==> src/rtl/xy_seq_pkg.sv <==
// Shared types and constants for the XY waypoint sequencer.
package xy_seq_pkg;

   localparam int         IDX_W   = 3;
   localparam int         BCD_W   = 4;
   localparam logic [3:0] BCD_MAX = 4'd9;

   typedef enum logic [2:0] {
      ST_IDLE,
      ST_LOAD,
      ST_ISSUE,
      ST_WAIT,
      ST_DWELL,
      ST_DONE,
      ST_ERR
   } seq_state_e;

   typedef struct packed {
      logic [BCD_W-1:0] x;
      logic [BCD_W-1:0] y;
   } waypoint_t;

   function automatic logic bcd_ok(input logic [BCD_W-1:0] d);
      return d <= BCD_MAX;
   endfunction

endpackage

==> src/rtl/waypoint_ram.sv <==
// Waypoint table: single write port, registered read port, no reset on contents.
module waypoint_ram #(
   parameter int DEPTH = 8,
   parameter int DW    = 8,
   parameter int AW    = 3
) (
   input  logic          clk_i,
   input  logic          we_i,
   input  logic [AW-1:0] waddr_i,
   input  logic [DW-1:0] wdata_i,
   input  logic [AW-1:0] raddr_i,
   output logic [DW-1:0] rdata_o
);

   logic [DW-1:0] mem_q [DEPTH];
   logic [DW-1:0] rdata_q;

   always_ff @(posedge clk_i) begin
      if (we_i) mem_q[waddr_i] <= wdata_i;
      rdata_q <= mem_q[raddr_i];
   end

   assign rdata_o = rdata_q;

endmodule

==> src/rtl/xy_waypoint_sequencer.sv <==
// Steps an XY controller through a table of BCD waypoints: issue, wait for
// settled arrival (with timeout), dwell, advance or loop.
module xy_waypoint_sequencer
   import xy_seq_pkg::*;
#(
   parameter int DEPTH          = 8,
   parameter int MOTION_CYCLES  = 4,
   parameter int SETTLE_CYCLES  = 3,
   parameter int DWELL_CYCLES   = 8,
   parameter int TIMEOUT_CYCLES = 255
) (
   input  logic             clk_i,
   input  logic             reset_i,
   input  logic             wr_en_i,
   input  logic [IDX_W-1:0] wr_addr_i,
   input  logic [BCD_W-1:0] wr_x_i,
   input  logic [BCD_W-1:0] wr_y_i,
   input  logic [IDX_W-1:0] last_idx_i,
   input  logic             start_i,
   input  logic             abort_i,
   input  logic             loop_en_i,
   input  logic [BCD_W-1:0] x_pos_i,
   input  logic [BCD_W-1:0] y_pos_i,
   output logic [BCD_W-1:0] target_x_o,
   output logic [BCD_W-1:0] target_y_o,
   output logic             motion_o,
   output logic             busy_o,
   output logic             done_o,
   output logic             timeout_err_o,
   output logic             wr_err_o,
   output logic [IDX_W-1:0] cur_idx_o
);

   localparam logic [7:0] MOTION_LAST  = 8'(MOTION_CYCLES - 1);
   localparam logic [7:0] SETTLE_LAST  = 8'(SETTLE_CYCLES - 1);
   localparam logic [7:0] DWELL_LAST   = 8'(DWELL_CYCLES - 1);
   localparam logic [7:0] TIMEOUT_LAST = 8'(TIMEOUT_CYCLES - 1);

   seq_state_e       state_q, state_d;
   logic [IDX_W-1:0] cur_idx_q, cur_idx_d;
   logic [BCD_W-1:0] tx_q, tx_d, ty_q, ty_d;
   logic [7:0]       cnt_q, cnt_d;
   logic [7:0]       settle_q, settle_d;
   logic [7:0]       tmo_q, tmo_d;
   logic             terr_q, terr_d;
   logic             wr_err_q, wr_err_d;

   logic             busy, wr_ok, at_target;
   logic [7:0]       rd_data;
   waypoint_t        rd_wp;

   assign busy      = state_q inside {ST_LOAD, ST_ISSUE, ST_WAIT, ST_DWELL};
   assign wr_ok     = !busy && bcd_ok(wr_x_i) && bcd_ok(wr_y_i);
   assign at_target = (x_pos_i == tx_q) && (y_pos_i == ty_q);
   assign rd_wp     = rd_data;

   // Read address follows the next index so the entry is ready during LOAD.
   waypoint_ram #(
      .DEPTH (DEPTH),
      .DW    (2 * BCD_W),
      .AW    (IDX_W)
   ) u_ram (
      .clk_i   (clk_i),
      .we_i    (wr_en_i && wr_ok),
      .waddr_i (wr_addr_i),
      .wdata_i ({wr_x_i, wr_y_i}),
      .raddr_i (cur_idx_d),
      .rdata_o (rd_data)
   );

   always_ff @(posedge clk_i) begin
      if (reset_i) begin
         state_q   <= ST_IDLE;
         cur_idx_q <= '0;
         tx_q      <= '0;
         ty_q      <= '0;
         cnt_q     <= '0;
         settle_q  <= '0;
         tmo_q     <= '0;
         terr_q    <= 1'b0;
         wr_err_q  <= 1'b0;
      end else begin
         state_q   <= state_d;
         cur_idx_q <= cur_idx_d;
         tx_q      <= tx_d;
         ty_q      <= ty_d;
         cnt_q     <= cnt_d;
         settle_q  <= settle_d;
         tmo_q     <= tmo_d;
         terr_q    <= terr_d;
         wr_err_q  <= wr_err_d;
      end
   end

   always_comb begin
      state_d   = state_q;
      cur_idx_d = cur_idx_q;
      tx_d      = tx_q;
      ty_d      = ty_q;
      cnt_d     = cnt_q;
      settle_d  = settle_q;
      tmo_d     = tmo_q;
      terr_d    = terr_q;
      wr_err_d  = wr_en_i && !wr_ok;

      if (busy && abort_i) begin
         state_d  = ST_IDLE;
         cnt_d    = '0;
         settle_d = '0;
         tmo_d    = '0;
      end else begin
         unique case (state_q)
            ST_IDLE, ST_DONE, ST_ERR: begin
               if (start_i) begin
                  state_d   = ST_LOAD;
                  cur_idx_d = '0;
                  terr_d    = 1'b0;
               end
            end
            ST_LOAD: begin
               tx_d    = rd_wp.x;
               ty_d    = rd_wp.y;
               cnt_d   = '0;
               state_d = ST_ISSUE;
            end
            ST_ISSUE: begin
               if (cnt_q == MOTION_LAST) begin
                  state_d  = ST_WAIT;
                  cnt_d    = '0;
                  settle_d = '0;
                  tmo_d    = '0;
               end else begin
                  cnt_d = cnt_q + 8'd1;
               end
            end
            ST_WAIT: begin
               tmo_d    = tmo_q + 8'd1;
               settle_d = at_target ? settle_q + 8'd1 : 8'd0;
               // Arrival wins over timeout when both land on the same cycle.
               if (at_target && settle_q == SETTLE_LAST) begin
                  state_d = ST_DWELL;
                  cnt_d   = '0;
               end else if (tmo_q == TIMEOUT_LAST) begin
                  state_d = ST_ERR;
                  terr_d  = 1'b1;
               end
            end
            ST_DWELL: begin
               if (cnt_q == DWELL_LAST) begin
                  cnt_d = '0;
                  if (cur_idx_q != last_idx_i) begin
                     cur_idx_d = cur_idx_q + 3'd1;
                     state_d   = ST_LOAD;
                  end else if (loop_en_i) begin
                     cur_idx_d = '0;
                     state_d   = ST_LOAD;
                  end else begin
                     state_d = ST_DONE;
                  end
               end else begin
                  cnt_d = cnt_q + 8'd1;
               end
            end
            default: state_d = ST_IDLE;
         endcase
      end
   end

   assign target_x_o    = tx_q;
   assign target_y_o    = ty_q;
   assign motion_o      = (state_q == ST_ISSUE);
   assign busy_o        = busy;
   assign done_o        = (state_q == ST_DONE);
   assign timeout_err_o = terr_q;
   assign wr_err_o      = wr_err_q;
   assign cur_idx_o     = cur_idx_q;

endmodule

==> config.mk <==
export PLATFORM = sky130hd
export DESIGN_NAME = xy_waypoint_sequencer
export DESIGN_NICKNAME = d
export VERILOG_FILES = /design/src/rtl/xy_seq_pkg.sv /design/src/rtl/waypoint_ram.sv /design/src/rtl/xy_waypoint_sequencer.sv
export SDC_FILE = /design/constraint.sdc
export NUM_CORES = 1
export LEC_CHECK = 0
export CAP_MARGIN = 40
export CORE_ASPECT_RATIO = 1.4
export CORE_MARGIN = 1
export CORE_UTILIZATION = 35
export DETAILED_ROUTE_END_ITERATION = 8
export SYNTH_ARGS = -nofsm -noshare
export SYNTH_HDL_FRONTEND = slang
export SYNTH_SLANG_ARGS = --single-unit
==> constraint.sdc <==
create_clock -name clk_i -period 7.4 [get_ports clk_i]
set_input_delay 0.74 -clock clk_i [delete_from_list [all_inputs] [get_ports clk_i]]
set_output_delay 0.74 -clock clk_i [all_outputs]
set_load 0.01 [all_outputs]
==> qor_table.md, run 1 <==
| Group | Result | Reported |
|:---|:---|:---|
| pwr | Part of the total power dissipated in combinational logic | 0.169 |
| final layout | Final layout net count | 516 |
| yosys | Ranking of synthesized cells by area | edfxtp_1 38%, dfxtp_1 19%, mux2i_1 3.8%, nor2_1 3.3%, mux2_1 3.1% |
| detailed routing | DR vias/cell | 5.13 |
| worst setup path | FF-to-FF setup slack | 3990 ps |
| cts | Count of H-tree levels built during CTS | 3 |
| detailed routing | Number of remaining DRC errors | 0 |
| yosys | Async SR Flop Fraction | 0 |
| worst setup path | Cell repeated most along the worst path | or3_4 |
| min path | Cell depth of the worst min-delay path | 2 |
| worst setup path | Worst setup EP type | flop |
| detailed routing | Detail Route Antenna Nets | 0 |
| global routing | Routing layer with the top usage in global route | met2 |
| yosys | Xor and xnor area share after synthesis | 0.0297 |
| cts | PostCTS Resize Cnt | 0 |
| yosys | Synthesized-area fraction occupied by and/or/nand/nor cells | 0.166 |
| pwr | Power density cells | 245 mW/mm2 |
| pwr | Internal power | 1060 uW |
| pwr | Leakage power | 0.00201 uW |
| pwr | Maximum resistive drop on vdd | 115 uV |
| placement | Total placed cells including tap cells | 655 |
| timing | Post-layout min period | 3410 ps |
| cts | CTS tree | yes |
| yosys | Combined area of all synthesized cells | 0.00502 mm2 |
| timing | Total Negative Setup Slacks | 0 ps |
| worst setup path | Required time worst endpoint | 7650 ps |
| detailed routing | Detailed-router iteration count before antenna repair | 5 |
| yosys | Number of synthesized register bits | 112 |
| flow run | Maximum capacitance violations | 0 |
| cts | Buffer count from post-CTS setup fixing | 0 |
| min path | Worst hold endpoint | target_y_o[2]$_SDFFE_PP0P_ |
| yosys | Post-synthesis compound-gate area fraction | 0.0950 |
| worst setup path | RR Endpoint | u_ram.rdata_o[7]$_DFF_P_ |
| cts | Clock Tree Buf Depth | 2 |
| cts | Root cell of the clock tree | clkbuf_16 |
| yosys | Cell type with the highest aggregate area in the netlist | edfxtp_1 |
| cts | Hold_buf cts | 0 |
| cts | Clock transition at the registers of the reported paths | 80 ps |
| floorplan | Die span in y | 144 um |
| timing | Unrepaired setup endpoints after global routing | no |
| global routing | Met3 usage | 0.0199 |
| worst setup path | Crit path buf inv count | 1 |
| timing | Max-slew headroom | 0.316 |
| yosys | Main combinational cell family by area after synthesis | simple AND/OR/NAND/NOR gates |
| yosys | Share of synthesized area occupied by flip-flops and latches | 0.574 |
| floorplan | Area of the core | 0.0140 mm2 |
| worst setup path | Crit start category | input pin |
| worst setup path | Launching instance or port of the critical path | abort_i |
| worst setup path | Crit path max-delay family | simple AND/OR/NAND/NOR gates |
| global routing | Met2 Use GR | 0.265 |
| outcome | Outcome | completed |
| floorplan | Placement Rows | 51 |
| detailed routing | Vias after detailed routing | 3445 |
| yosys | Number of enable flip-flop cells after synthesis | 64 |
| cts | Worst-Skew Late Latency | 350 ps |
| placement | Routability-driven placement congestion ratio | 0.800 |
| pwr | Sequential share of power | 0.490 |
| detailed routing | Routed WL per cell | 15.3 um |
| worst setup path | Class of the most critical setup path | in -> reg |
| min path | Hold/Removal Path Class | reg -> reg |
| worst setup path | Critical Path AT | 3660 ps |
| timing | Period utilisation layout | 0.461 |
| yosys | Mapped Cells | 442 |
| timing | Count of endpoints failing hold in the final timing report | 0 |
| placement | Count of buffers from port buffering | 43 |
| final layout | Count of inserted antenna diode cells | 0 |
| timing | # setup viols final | 0 |
| timing | Max-slew violation total from the final report | 0 |
| global routing | Antenna violations before repair | 0 |
| cts | Total CTS buffers | 9 |
| cts | Clock tree sinks | 112 |
| worst setup path | Max FO, Critical Path | 26 |
| floorplan | Number of placed I/O pins | 44 |
| final layout | Area Growth Syn to Fin | 17.8% |
| worst setup path | Crit-path max cell delay | 850 ps |
| pwr | Clock network fraction of total power | 0.341 |
| global routing | GR Overflow Total | 0 |
| detailed routing | Final wirelength | 10.3 mm |
| pwr | Switching part of the total | 0.270 |
| final layout | Share of layout cells above drive strength 1 | 0.0761 |
| yosys | Top-area cell type share of the netlist area | 0.383 |
| timing | Highest achievable clock rate | 293 MHz |
| placement | HPWL after detailed placement | 7.43 mm |
| yosys | Number of distinct standard cells referenced by the synthesized netlist | 57 |
| timing | Slew at the pin with the worst max-slew slack | 1030 ps |
| yosys | Synthesized-area fraction occupied by adder cells | 0.0189 |
| global routing | All-layer global routing usage | 0.148 |
| worst setup path | Worst r2r path cells | 8 |
| min path | Beginning of the worst hold path | u_ram.rdata_o[2]$_DFF_P_ |
| detailed routing | Drt initial violations | 91 |
| timing | Post-route clock skew | 9.34 ps |
| worst setup path | Library cell contributing the largest single delay on the critical path | a22oi_2 |
| yosys | Post-Syn Area per Cell | 11.4 um2 |
| yosys | Total number of yosys warnings | 0 |
| worst setup path | Reg-to-reg critical path startpoint | state_q[2]$_SDFFE_PP0P_ |
| global routing | Wire length of the first global-routing pass | 16.3 mm |
| worst setup path | Critical path, cell by cell | clkdlybuf4s50_1 > nand2b_1 > a311oi_1 > or3_4 > or3_4 > a22oi_2 > nor3_1 > nor4_1 |
| floorplan | Die area | 0.0148 mm2 |
| yosys | Net count after synthesis | 477 |
| final layout | Layout Cells excl Fill | 671 |
| floorplan | Initial Util | 0.359 |
| global routing | Largest net degree at the start of global routing | 34 |
| global routing | Number of global-route vias before repair | 3333 |
| yosys | Mux share of post-synthesis cell area | 0.0902 |
| global routing | GRT met1 Usage | 0.169 |
| floorplan | DIE WIDTH | 103 um |
| timing | Hold Slack | 436 ps |
| yosys | Top FF cell, synth | edfxtp_1 |
| pwr | Switching power summed over all nets | 391 uW |
metal layers:
layer	vias to the layer above	routed length, um
li1	1699	-
met1	1647	4190
met2	80	5480
met3	19	338
met4	0	270
met5	-	0
cell type report:
type                    instances  area (um2)
well taps                     185         231
inverters                       7        26.3
flip-flops and latches        112        2880
clock inverters                 6        67.6
fillers                      1304        8060
clock buffers                  10         239
repair buffers                 47         460
multi-input cells             304        2000
synthesized netlist by cell type (all sizes together) (5+ instances only):
cell,number
nor3,28
nand2,31
clkbuf,10
dfxtp,48
a211oi,8
mux2i,19
mux2,23
nor2,44
inv,7
a21oi,27
nand3,17
edfxtp,64
and3,7
o21ai,15
nand2b,5
xnor2,16
or3,7
nor3b,6
buf,9
ha,6
layout by cell type, fill, tap and decap left out, types with 3 or more instances in the layout:
cell type,instances
mux2i_1,19
buf_4,4
dfxtp_1,48
nor2b_1,3
inv_1,7
or3_1,5
mux2_2,8
mux2_1,14
clkbuf_16,9
o21ai_0,13
a21oi_1,27
nor2_1,44
xnor2_1,16
nand2b_1,5
edfxtp_1,64
a211oi_1,7
clkdlybuf4s50_1,43
and3_1,7
or2_2,3
nand3_1,17
nand2_1,31
a31oi_1,3
ha_1,6
nor3_1,28
nor3b_1,6
nand4_1,4
tightest hold or removal path, stage by stage (launching register included):
cell and delay [ps]:
dfxtp_1 300, nand2_1 50, a21oi_1 50
through the flow:
stage	area [um2]	power [uW]	util	worst slack [ps]
after floorplan	5020	873	-	4560
after detailed placement	5610	969	0.401	3640
after CTS	5910	1460	0.423	3990
final	5910	1450	0.423	3990
after global routing	5910	1510	0.423	3750
after global placement	5610	964	0.401	3780
cells by family (layout without fill, tap and decap cells):
family | Yosys count | in the layout
muxes | 42 | 42
buffers and inverters | 26 | 70
AOI/OAI and AO/OA | 72 | 72
DFF | 112 | 112
xor gates and xnor gates | 17 | 17
and+or+nand+nor | 166 | 166
adders and majority gates | 7 | 7
how the worst max path moves through the flow:
stage,to,cells after the start
after floorplan,u_ram.rdata_o[5]$_DFF_P_,11
after global placement,u_ram.rdata_o[6]$_DFF_P_,8
after detailed placement,u_ram.rdata_o[6]$_DFF_P_,8
after CTS,u_ram.rdata_o[6]$_DFF_P_,8
after global routing,u_ram.rdata_o[6]$_DFF_P_,8
final,u_ram.rdata_o[6]$_DFF_P_,8
sequential cells by signal (all words and copies together) (netlist names):
register	cells
u_ram.mem_q	64
settle_q	8
wr_err_o	1
cur_idx_o	3
target_y_o	4
timeout_err_o	1
target_x_o	4
u_ram.rdata_o	8
state_q	3
tmo_q	8
cnt_q	8
power by group through the flow:
stage                     clock network, uW  logic (uW)  registers [uW]
after floorplan                           0         166             707
after global placement                    0         242             722
after detailed placement                  0         246             723
after CTS                               503         247             709
after global routing                    528         270             713
final                                   494         245             709
No activity file was read; power rests on OpenSTA's default activity.
==> inputs of run 2 (changes only) <==
clock period = 3.5 ns   (was 7.4 ns; I/O delays follow)
==> qor_table.md, run 2 (synthesis results as in run 1) <==
| Group | Result | Reported | vs previous |
|:---|:---|:---|:---|
| outcome | Outcome | completed |  |
| detailed routing | Final wirelength | 10.4 mm | +1.3% |
| cts | Buffer count from post-CTS setup fixing | 0 | unchanged |
| cts | Root cell of the clock tree | clkbuf_16 |  |
| global routing | Wire length of the first global-routing pass | 16.8 mm | +2.9% |
| worst setup path | Worst setup EP type | flop |  |
| detailed routing | Drt initial violations | 70 | -23% |
| worst setup path | Crit path buf inv count | 0 | -1 |
| timing | Count of endpoints failing hold in the final timing report | 0 | unchanged |
| global routing | All-layer global routing usage | 0.150 | +0.00242 |
| final layout | Area Growth Syn to Fin | 20.4% |  |
| final layout | Final layout net count | 531 | +2.9% |
| worst setup path | Critical path, cell by cell | fa_1 > or2_2 > a311o_1 > nor3_1 > a21o_1 > mux2_2 > a211oi_1 |  |
| worst setup path | Crit start category | flop |  |
| pwr | Maximum resistive drop on vdd | 251 uV | +120% |
| cts | Clock tree sinks | 112 | unchanged |
| final layout | Max FFs per register | 64 | unchanged |
| min path | Hold/Removal Path Class | reg -> reg |  |
| worst setup path | Critical Path AT | 3300 ps | -360 ps |
| detailed routing | Detail Route Antenna Nets | 0 | unchanged |
| global routing | GR Overflow Total | 0 | unchanged |
| cts | Total CTS buffers | 9 | unchanged |
| final layout | Most common library cell in the layout ignoring fill and taps | edfxtp_1 |  |
| detailed routing | Number of remaining DRC errors | 0 | unchanged |
| timing | Hold Slack | 439 ps | +2.52 ps |
| placement | Routability-driven placement congestion ratio | 0.811 | +1.4% |
| pwr | Switching power summed over all nets | 814 uW | +110% |
| worst setup path | Crit-path max cell delay | 520 ps | -330 ps |
| timing | Post-route clock skew | 7.41 ps | -1.93 ps |
| detailed routing | Detailed-router iteration count before antenna repair | 4 | -1 |
| pwr | Sequential share of power | 0.471 | -0.019 |
| placement | HPWL after detailed placement | 7.67 mm | +3.3% |
| timing | Unrepaired setup endpoints after global routing | no |  |
| timing | Max-slew violation total from the final report | 0 | unchanged |
| pwr | Leakage power | 0.00210 uW | +4.4% |
| timing | Post-layout min period | 3070 ps |  |
| cts | CTS tree | yes |  |
| flow run | Maximum capacitance violations | 0 | unchanged |
| timing | Period utilisation layout | 0.877 |  |
| worst setup path | Required time worst endpoint | 3730 ps | -3920 ps |
| cts | Clock transition at the registers of the reported paths | 70 ps | about the same |
| floorplan | Number of placed I/O pins | 44 | unchanged |
| global routing | Largest net degree at the start of global routing | 22 | -35% |
| global routing | Number of global-route vias before repair | 3450 | +3.5% |
| floorplan | Area of the core | 0.0140 mm2 | unchanged |
| detailed routing | Routed WL per cell | 15.2 um | -0.74% |
| timing | Highest achievable clock rate | 326 MHz |  |
| timing | Slew at the pin with the worst max-slew slack | 659 ps | -367 ps |
| pwr | Clock network fraction of total power | 0.349 | +0.008 |
| detailed routing | DR vias/cell | 5.09 | -0.82% |
| cts | Clock Tree Buf Depth | 2 | unchanged |
| final layout | Commonest non-fill, non-tap cells in the layout | 64 x edfxtp_1, 48 x dfxtp_1, 44 x nor2_1 |  |
| placement | Count of buffers from port buffering | 43 | unchanged |
| global routing | Antenna violations before repair | 0 | unchanged |
| floorplan | Initial Util | 0.359 | unchanged |
| detailed routing | Vias after detailed routing | 3488 | +1.2% |
| floorplan | Placement Rows | 51 | unchanged |
| cts | Hold_buf cts | 0 | unchanged |
| cts | PostCTS Resize Cnt | 0 | unchanged |
| final layout | Biggest register | u_ram.mem_q |  |
| timing | Max-slew headroom | 0.558 | +0.241 |
| final layout | Count of inserted antenna diode cells | 0 | unchanged |
| worst setup path | Class of the most critical setup path | reg -> reg |  |
| worst setup path | Crit path max-delay family | compound AO/OA/AOI/OAI gates |  |
| cts | Worst-Skew Late Latency | 340 ps | about the same |
| pwr | Internal power | 2300 uW | +120% |
| timing | # setup viols final | 0 | unchanged |
| pwr | Switching part of the total | 0.262 | -0.00846 |
| pwr | Part of the total power dissipated in combinational logic | 0.179 | +0.010 |
| worst setup path | Library cell contributing the largest single delay on the critical path | a21o_1 |  |
| floorplan | Die span in y | 144 um | unchanged |
| pwr | Power density cells | 515 mW/mm2 | +110% |
| floorplan | DIE WIDTH | 103 um | unchanged |
| timing | Total Negative Setup Slacks | 0 ps | unchanged |
| final layout | Share of layout cells above drive strength 1 | 0.102 | +0.0259 |
| worst setup path | Max FO, Critical Path | 16 | -38% |
| cts | Count of H-tree levels built during CTS | 3 | unchanged |
| floorplan | Die area | 0.0148 mm2 | unchanged |
[run 2: changes by cell type in the layout (fill, tap and decap cells not counted)]
cell	change
clkinvlp_2	-1
clkbuf_1	+1
inv_8	-1
buf_12	+1
clkbuf_8	-1
clkinv_1	-1
inv_6	+3
buf_4	+14
clkinv_4	-2
bufinv_16	+1
[run 2: stage by stage]
step                cell area, um2  utilization  setup slack [ps]  instances  total power (uW)
finish                        6050        0.433               429        685              3110
global route                  6050        0.433               240        685              3230
CTS                           6050        0.433               394        685              3140
detailed placement            5730        0.410               307        670              2060
global placement              5730        0.410               376        670              2050
floorplan                     5020            -               661        442              1850
[run 2: worst paths after layout]
path	end	depth (start not counted)	slack [ps]	start
setup / recovery	u_ram.rdata_o[3]$_DFF_P_	7	430	state_q[1]$_SDFFE_PP0P_
hold / removal	target_y_o[1]$_SDFFE_PP0P_	2	440	u_ram.rdata_o[1]$_DFF_P_
setup reg to reg	u_ram.rdata_o[3]$_DFF_P_	7	430	state_q[1]$_SDFFE_PP0P_
hold reg to reg	target_y_o[1]$_SDFFE_PP0P_	2	440	u_ram.rdata_o[1]$_DFF_P_
[run 2: layout make-up]
class | count | area (um2)
sequential | 112 | 2880
inverter | 7 | 26.3
multi-input combinational | 304 | 2000
tap | 185 | 231
fill | 1323 | 7930
clock buffer | 10 | 229
timing repair buffer | 62 | 586
clock inverter | 5 | 86.3
[run 2: metal layers]
layer	part of all wire	GRT usage	vias to the layer above
li1	-	-	1731
met1	0.43	0.172	1690
met2	0.52	0.273	52
met3	0.022	0.0238	15
met4	0.024	0.0600	0
met5	0	0	-
[run 2: power groups by stage]
stage / clock (uW) / combinational, uW / sequential [uW]
floorplan: 0 / 351 / 1490
global placement: 0 / 551 / 1500
detailed placement: 0 / 559 / 1500
CTS: 1110 / 564 / 1470
global route: 1150 / 612 / 1470
finish: 1090 / 558 / 1470
[run 2: worst min-delay path, cell delays in order, from the launching register on]
cell and delay, ps:
dfxtp_1 300, nand2_1 50, a21oi_1 50
==> inputs of run 3 (changes only) <==
clock period = 3.79 ns   (was 3.5 ns; I/O delays follow)
==> qor_table.md, run 3 (synthesis results as in run 1) <==
| Group | Result | Reported | vs previous |
|:---|:---|:---|:---|
| pwr | Maximum resistive drop on vdd | 225 uV | -10% |
| timing | Period utilisation layout | 0.903 | +0.0258 |
| timing | Max-slew violation total from the final report | 0 | unchanged |
| flow run | Maximum capacitance violations | 0 | unchanged |
| final layout | Most common library cell in the layout ignoring fill and taps | edfxtp_1 |  |
| detailed routing | DR vias/cell | 5.10 | +0.20% |
| worst setup path | FF-to-FF setup slack | 370 ps | -60 ps |
| final layout | Count of inserted antenna diode cells | 0 | unchanged |
| pwr | Leakage power | 0.00204 uW | -2.7% |
| cts | CTS tree | yes |  |
| global routing | Number of global-route vias before repair | 3417 | -0.96% |
| worst setup path | Reg-to-reg critical path startpoint | state_q[2]$_SDFFE_PP0P_ |  |
| cts | Buffer count from post-CTS setup fixing | 0 | unchanged |
| cts | Worst-Skew Late Latency | 350 ps | about the same |
| timing | Hold Slack | 444 ps | +5.45 ps |
| worst setup path | Critical Path AT | 3650 ps | +350 ps |
| worst setup path | RR Endpoint | u_ram.rdata_o[6]$_DFF_P_ |  |
| global routing | GR Overflow Total | 0 | unchanged |
| timing | # setup viols final | 0 | unchanged |
| cts | Hold_buf cts | 0 | unchanged |
| timing | Max-slew headroom | 0.451 | -0.107 |
| timing | Post-layout min period | 3420 ps | +352 ps |
| final layout | Biggest register | u_ram.mem_q |  |
| cts | Root cell of the clock tree | clkbuf_16 |  |
| cts | Clock tree sinks | 112 | unchanged |
| floorplan | Die span in y | 144 um | unchanged |
| timing | Highest achievable clock rate | 292 MHz | -10% |
| final layout | Max FFs per register | 64 | unchanged |
| floorplan | Number of placed I/O pins | 44 | unchanged |
| global routing | Largest net degree at the start of global routing | 34 | +55% |
| worst setup path | Launching instance or port of the critical path | state_q[2]$_SDFFE_PP0P_ |  |
| final layout | Commonest non-fill, non-tap cells in the layout | 64 x edfxtp_1, 48 x dfxtp_1, 44 x nor2_1 |  |
| cts | PostCTS Resize Cnt | 0 | unchanged |
| placement | HPWL after detailed placement | 7.38 mm | -3.8% |
| floorplan | DIE WIDTH | 103 um | unchanged |
| detailed routing | Number of remaining DRC errors | 0 | unchanged |
| final layout | Final layout net count | 521 | -1.9% |
| cts | Clock Tree Buf Depth | 2 | unchanged |
| detailed routing | Drt initial violations | 91 | +30% |
| cts | Clock transition at the registers of the reported paths | 70 ps | about the same |
| worst setup path | Destination of the critical timing path | u_ram.rdata_o[6]$_DFF_P_ |  |
| timing | Post-route clock skew | 12.9 ps | +5.52 ps |
| placement | Routability-driven placement congestion ratio | 0.787 | -2.9% |
| detailed routing | Routed WL per cell | 15.4 um | +1.0% |
| detailed routing | Final wirelength | 10.4 mm | -0.32% |
| worst setup path | Max FO, Critical Path | 33 | +17 |
| worst setup path | Class of the most critical setup path | reg -> reg |  |
| global routing | Wire length of the first global-routing pass | 16.8 mm | about the same |
| worst setup path | Worst setup EP type | flop |  |
| min path | Hold/Removal Path Class | reg -> reg |  |
| final layout | Area Growth Syn to Fin | 19.0% |  |
| detailed routing | Detailed-router iteration count before antenna repair | 4 | unchanged |
| cts | Total CTS buffers | 9 | unchanged |
| pwr | Power density cells | 476 mW/mm2 | -7.5% |
| timing | Unrepaired setup endpoints after global routing | no |  |
| timing | Slew at the pin with the worst max-slew slack | 821 ps | +162 ps |
| final layout | Share of layout cells above drive strength 1 | 0.0916 | -0.0104 |
| timing | Count of endpoints failing hold in the final timing report | 0 | unchanged |
| worst setup path | Worst r2r path cells | 10 | +3 |
| floorplan | Placement Rows | 51 | unchanged |
| worst setup path | Crit start category | flop |  |
| floorplan | Initial Util | 0.359 | unchanged |
| timing | Total Negative Setup Slacks | 0 ps | unchanged |
| cts | Count of H-tree levels built during CTS | 3 | unchanged |
| global routing | Antenna violations before repair | 0 | unchanged |
| detailed routing | Vias after detailed routing | 3449 | -1.1% |
| global routing | All-layer global routing usage | 0.150 | +0.000385 |
| placement | Count of buffers from port buffering | 43 | unchanged |
| floorplan | Die area | 0.0148 mm2 | unchanged |
| outcome | Outcome | completed |  |
| floorplan | Area of the core | 0.0140 mm2 | unchanged |
| detailed routing | Detail Route Antenna Nets | 0 | unchanged |
| worst setup path | Required time worst endpoint | 4010 ps | +280 ps |
run 3: critical path, cell delays in order, from the launching register on:
cell      delay [ps]
dfxtp_1          540
inv_1            230
fa_1             420
or2_2            310
a311o_1          380
o221ai_1         310
o31ai_4           80
buf_4            300
mux2i_1          180
and3_1           200
nor4_1           360
run 3: stage by stage:
stage,instances,power [uW],setup WS (ps),instance area (um2),utilization
after floorplan,442,1700,951,5020,-
after global placement,658,1870,522,5640,0.403
after detailed placement,660,1880,426,5660,0.405
after CTS,676,2870,380,5970,0.427
after global routing,676,2970,188,5970,0.427
final,676,2840,367,5970,0.427
run 3: worst min-delay path by stage:
stage,cells past startpoint,endpoint,from
2_1_floorplan,2,target_y_o[1]$_SDFFE_PP0P_,u_ram.rdata_o[1]$_DFF_P_
3_3_place_gp,2,target_x_o[0]$_SDFFE_PP0P_,u_ram.rdata_o[4]$_DFF_P_
3_5_place_dp,2,target_y_o[2]$_SDFFE_PP0P_,u_ram.rdata_o[2]$_DFF_P_
4_1_cts,2,target_y_o[2]$_SDFFE_PP0P_,u_ram.rdata_o[2]$_DFF_P_
5_1_grt,2,target_y_o[2]$_SDFFE_PP0P_,u_ram.rdata_o[2]$_DFF_P_
6_report,2,target_x_o[0]$_SDFFE_PP0P_,u_ram.rdata_o[4]$_DFF_P_
run 3: layout make-up:
class	instances	area, um2
well taps	185	231
inverters	7	26.3
repair buffers	52	502
fillers	1297	8000
multi-input cells	304	2010
clock buffers	9	225
flip-flops and latches	112	2880
clock inverters	7	91.3
run 3: power breakdown:
part | switching [uW] | internal [uW] | total, uW
Combinational | 269 | 199 | 468
Clock | 461 | 531 | 991
Sequential | 61.1 | 1320 | 1380
run 3: routing by layer:
| metal | part of all wire | wire [um] | GRT usage |
|---|---|---|---|
| met1 | 0.43 | 4450 | 0.176 |
| met2 | 0.52 | 5380 | 0.267 |
| met3 | 0.037 | 384 | 0.0282 |
| met4 | 0.016 | 168 | 0.0593 |
| met5 | 0 | 0 | 0 |
